[src/rtl/disp_scroll_amisha.sv]
// Scrolling message engine for a 4-digit 7-segment display: buffers up to DEPTH
// patterns and shifts them right-to-left one digit per DVSR clocks. Define SCROLL_LOOP_EN to repeat passes until stopped.
module disp_scroll_amisha #(
  parameter int DVSR  = 50000000,
  parameter int DEPTH = 8
) (
  input  logic       clk_amisha,
  input  logic       reset_amisha,
  input  logic       wr_en_amisha,
  input  logic [7:0] wr_data_amisha,
  input  logic       clr_amisha,
  input  logic       start_amisha,
  input  logic       stop_amisha,
  output logic       wr_ready_amisha,
  output logic       busy_amisha,
  output logic       done_amisha,
  output logic [7:0] in3_amisha,
  output logic [7:0] in2_amisha,
  output logic [7:0] in1_amisha,
  output logic [7:0] in0_amisha
);

  localparam int AW = (DEPTH > 1) ? $clog2(DEPTH) : 1;
  // Pointer/length width covers the len+4 shifts of a full pass.
  localparam int PW = $clog2(DEPTH + 5);
  localparam int CW = $clog2(DVSR);

  typedef enum logic {IDLE, SCROLL} state_t;

  state_t        state_q;
  logic [PW-1:0] len_q;
  logic [PW-1:0] rd_ptr_q;
  logic [CW-1:0] cnt_q;
  logic          wr_ready_q;
  logic          busy_q;
  logic          done_q;
  logic [7:0]    dig_q [4];
  logic [7:0]    mem [DEPTH];

  logic          is_idle;
  logic          wr_acc;
  logic [PW-1:0] len_d;
  logic          start_acc;
  logic          tick;
  logic          last_shift;
  logic [7:0]    rd_byte;

  assign is_idle    = (state_q == IDLE);
  assign wr_acc     = is_idle && wr_en_amisha && !clr_amisha && (len_q < PW'(DEPTH));
  assign len_d      = (is_idle && clr_amisha) ? '0 :
                      wr_acc ? len_q + PW'(1) : len_q;
  assign start_acc  = is_idle && start_amisha && (len_d != '0);
  assign tick       = (state_q == SCROLL) && (cnt_q == CW'(DVSR - 1));
  assign last_shift = tick && (rd_ptr_q == len_q + PW'(3));
  assign rd_byte    = (rd_ptr_q < len_q) ? mem[rd_ptr_q[AW-1:0]] : 8'hFF;

  // Message storage carries no reset so it can map onto plain RAM.
  always_ff @(posedge clk_amisha) begin
    if (wr_acc) mem[len_q[AW-1:0]] <= wr_data_amisha;
  end

  always_ff @(posedge clk_amisha or posedge reset_amisha) begin
    if (reset_amisha) begin
      state_q    <= IDLE;
      len_q      <= '0;
      rd_ptr_q   <= '0;
      cnt_q      <= '0;
      wr_ready_q <= 1'b1;
      busy_q     <= 1'b0;
      done_q     <= 1'b0;
      for (int i = 0; i < 4; i++) dig_q[i] <= 8'hFF;
    end else begin
      done_q <= 1'b0;
      case (state_q)
        IDLE: begin
          len_q <= len_d;
          if (start_acc) begin
            state_q    <= SCROLL;
            cnt_q      <= '0;
            rd_ptr_q   <= '0;
            busy_q     <= 1'b1;
            wr_ready_q <= 1'b0;
            for (int i = 0; i < 4; i++) dig_q[i] <= 8'hFF;
          end else begin
            wr_ready_q <= (len_d < PW'(DEPTH));
          end
        end
        SCROLL: begin
          if (stop_amisha) begin
            state_q    <= IDLE;
            cnt_q      <= '0;
            rd_ptr_q   <= '0;
            busy_q     <= 1'b0;
            wr_ready_q <= (len_q < PW'(DEPTH));
            for (int i = 0; i < 4; i++) dig_q[i] <= 8'hFF;
          end else if (tick) begin
            cnt_q <= '0;
            if (last_shift) begin
              done_q   <= 1'b1;
              rd_ptr_q <= '0;
              for (int i = 0; i < 4; i++) dig_q[i] <= 8'hFF;
`ifdef SCROLL_LOOP_EN
              state_q  <= SCROLL;
`else
              state_q    <= IDLE;
              busy_q     <= 1'b0;
              wr_ready_q <= (len_q < PW'(DEPTH));
`endif
            end else begin
              // dig_q[3] is the leftmost digit; new data enters on the right.
              dig_q[3] <= dig_q[2];
              dig_q[2] <= dig_q[1];
              dig_q[1] <= dig_q[0];
              dig_q[0] <= rd_byte;
              rd_ptr_q <= rd_ptr_q + PW'(1);
            end
          end else begin
            cnt_q <= cnt_q + CW'(1);
          end
        end
        default: state_q <= IDLE;
      endcase
    end
  end

  assign wr_ready_amisha = wr_ready_q;
  assign busy_amisha     = busy_q;
  assign done_amisha     = done_q;
  assign in3_amisha      = dig_q[3];
  assign in2_amisha      = dig_q[2];
  assign in1_amisha      = dig_q[1];
  assign in0_amisha      = dig_q[0];

endmodule

[config.mk]
export PLATFORM = sky130hd
export DESIGN_NAME = disp_scroll_amisha
export DESIGN_NICKNAME = d
export VERILOG_FILES = /design/src/rtl/disp_scroll_amisha.sv
export SDC_FILE = /design/constraint.sdc
export NUM_CORES = 1
export LEC_CHECK = 0
export ABC_AREA = 1
export CAP_MARGIN = 20
export CORE_UTILIZATION = 55
export CTS_CLUSTER_SIZE = 20
export DETAILED_ROUTE_END_ITERATION = 8
export PLACE_DENSITY = 0.75
export SLEW_MARGIN = 20
export SYNTH_ARGS = -nofsm -noshare
export SYNTH_HDL_FRONTEND = slang
export SYNTH_SLANG_ARGS = --single-unit
[constraint.sdc]
create_clock -name clk_amisha -period 2.49 [get_ports clk_amisha]
set_clock_uncertainty 0.05 [all_clocks]
set_input_delay 0.498 -clock clk_amisha [delete_from_list [all_inputs] [get_ports clk_amisha]]
set_output_delay 0.498 -clock clk_amisha [all_outputs]
set_load 0.02 [all_outputs]
==> flow_summary.toml <==
[routing]
drt-pass1-iter-count = 7
routedWlPerCell_um = 15.5
dr_total_vias = 5693
drc = 0
drtAntennaViolNets = 0
wl_mm = 16.1
drt_iter0_drc = 398
vias_per_cell = 5.47

[worst_setup_path]
cpMaxStageDelayCell = "dfrtp_1"
startpoint = "cnt_q[0]$_DFFE_PP0P_"
arrival_ps = 2550
worstReg2RegStart = "cnt_q[0]$_DFFE_PP0P_"
reg2reg_depth = 11
worst-path-max-fanout = 11
path_class = "reg2reg"
reg2reg_to = "cnt_q[21]$_DFFE_PP0P_"
cpMostUsedCell = "nand2_1"
worstPathCellList = "ha_1 > nand2_2 > nor2_4 > inv_1 > nor2_1 > nand2_1 > nor2_1 > nand2_1 > nand3_1 > nand3b_1 > nand2_1"
slowest_delay_ps = 430
crit_path_start_kind = "flip-flop"
cp.required_ps = 2760
ff2ff_setup_slack_ps = 210
end_kind = "flip-flop"

[floorplan]
rows = 40
core_area_mm2 = 0.0121
die_x_um = 114
die_area_mm2 = 0.0130
fp.dieH_um = 114
io_pins = 49
initial_utilization_pct = 56.8

[grt]
grt_usage_pct = 26.6
grt_pass1_vias = 5485
grt_pass1_wl_mm = 26.4
grt_max_degree = 37
gr-total-overflow = 0
antenna_found_initial = 0

[logic_synthesis]
synth_mux_area_share_pct = 0
synth-simple-area-share_pct = 30.1
synth-async-reset-ratio_pct = 52.2
yosysUniqueCellTypes = 32
synth_top_area_cell = "edfxtp_1"
avgSynthCellArea_um2 = 8.60
syn_nets = 822
synth_commonest_cells = "nand2_1 (196), nor2_1 (109), nand3_1 (87)"
synth.top_cell.area_share_pct = 27.9
yosys_warnings = 0
yosys.area_share.xor_xnor_pct = 1.40
synth_top_family_by_area = "simple AND/OR/NAND/NOR gates"
synth_most_common_cell = "nand2_1"
synth-compound-area-share_pct = 6.24
yosys.area_share.adder_pct = 1.45
netlist_area_mm2 = 0.00688
synth_ff_type = "edfxtp_1"
ys_seq_area_share_pct = 54.0
synth_edf_count = 64
ys_top_cells_by_area = "edfxtp_1 (28%), dfrtp_1 (13%), dfstp_2 (13%)"
syn_inst = 800
synth-seq-cells = 134

[pwr]
ir_worst_vdd_uv = 583
leakagePower_uw = 0.00348
p_per_area_mw_per_mm2 = 1080

[clock_tree]
clk_latency_ps = 430
cts_hold_buf = 0
cts_tree = "done"
clkTransAtPathRegs_ps = 60
post-cts-setup-buffers = 0
root_buffer = "clkbuf_16"
numCtsBuffers = 17
cts_resized = 0
htreeDepth = 4
clock_sinks = 134
cts_buffer_depth = 2

[sta]
period_minus_slack_ps = 2280
slew_viol_final = 0
tightestPinTransition_ps = 851
setup_tns_ps = 0
setup_viol = 0
slew_headroom_pct = 42.9
fin_crit_sh_pct = 91.6
rsz0062_at_grt = "false"
hold_viol = 0
max_freq_mhz = 438

[place]
port_buffers = 48
place_congestion = 0.939
dp_hpwl_mm = 10.7

[hold_path]
hold_path.class = "reg2reg"
min_from = "in3_amisha[0]$_DFFE_PP1P_"
min_path_cells = 2
hold_path_end = "in3_amisha[0]$_DFFE_PP1P_"

[finish]
fillers = 986
drive_above_1_share_pct = 12.8
final_nets = 882
areaGrowthSynthToFinish_pct = 19.1
utilization_pct = 67.7
diodes = 0

[run]
maxCapViolations = 0

[outcome]
status = "complete, no violations"
[logic make-up after synthesis]
logic type	after synthesis
compound gates	79
xor+xnor	11
fa+ha+maj	8
buf+inv	106
flops	134
simple gates	462
[cell type report]
type / count / area [µm²] / area share, %
repair buffers: 76 / 728 / 8.88
well taps: 168 / 210 / 2.56
inverters: 71 / 268 / 3.27
clock buffers: 20 / 467 / 5.69
flip-flops and latches: 134 / 3710 / 45.3
clock inverters: 12 / 118 / 1.43
multi-input cells: 560 / 2690 / 32.9
[worst max-delay path: cells and delay by family, from the launching register on]
kind,cells,cell delay (ps)
fa+ha+maj,1,300
buf+inv,1,90
flops,1,430
simple gates,9,1310
[worst max-delay path by stage]
stage                                      endpoint  slack, ps  depth (start not counted)
final                         cnt_q[21]$_DFFE_PP0P_        210                         11
after global routing          cnt_q[21]$_DFFE_PP0P_         40                         11
after CTS                     cnt_q[21]$_DFFE_PP0P_        240                         11
after detailed placement  in3_amisha[4]$_DFFE_PP1P_         50                         12
after global placement    in3_amisha[5]$_DFFE_PP1P_        120                         12
after floorplan             busy_amisha$_DFFE_PP0P_        230                          1
[where the power goes]
| group | internal [µW] | switching [µW] | total (µW) |
|---|---|---|---|
| clock | 1470 | 990 | 2460 |
| sequential | 2920 | 274 | 3190 |
| combinational | 1240 | 1940 | 3180 |
[routing by layer]
layer  routed length, µm  vias up  global-route usage, %
li1                    -     2771                      -
met5                   0        -                      0
met3                 892       33                   6.11
met4                 347        0                   11.9
met1                6910     2687                   33.5
met2                7970      202                   43.9
[metrics by stage]
stage / worst slack, ps / instance area [µm²] / total power (µW) / hold WS, ps / instances
2_1_floorplan: 228 / 6880 / 5280 / 422 / 800
3_3_place_gp: 119 / 7610 / 6310 / 398 / 1009
3_5_place_dp: 50.5 / 7610 / 6390 / 401 / 1009
4_1_cts: 245 / 8200 / 8860 / 410 / 1041
5_1_grt: 36.0 / 8200 / 9300 / 414 / 1041
6_report: 209 / 8200 / 8830 / 409 / 1041
[state kept, by name, indices dropped and copies added (netlist names), 4 cells and up]
signal      flops
in3_amisha      8
len_q           4
rd_ptr_q        4
in1_amisha      8
in2_amisha      8
in0_amisha      8
mem            64
cnt_q          26
[layout by cell type (no fill, tap or decap), drive strengths merged, types with 2 or more instances in the layout]
master and instances:
xor2 9, o21ai 56, nand4 24, clkinvlp 3, a21oi 14, buf 28, edfxtp 64, clkinv 6
dfstp 33, nand3 88, clkdlybuf4s50 48, nor3 8, xnor2 2, nand2 201, dfrtp 37, inv 73
nor2 115, o211ai 8, ha 8, clkbuf 20, nand3b 25
(Power assumes the default switching activity.)
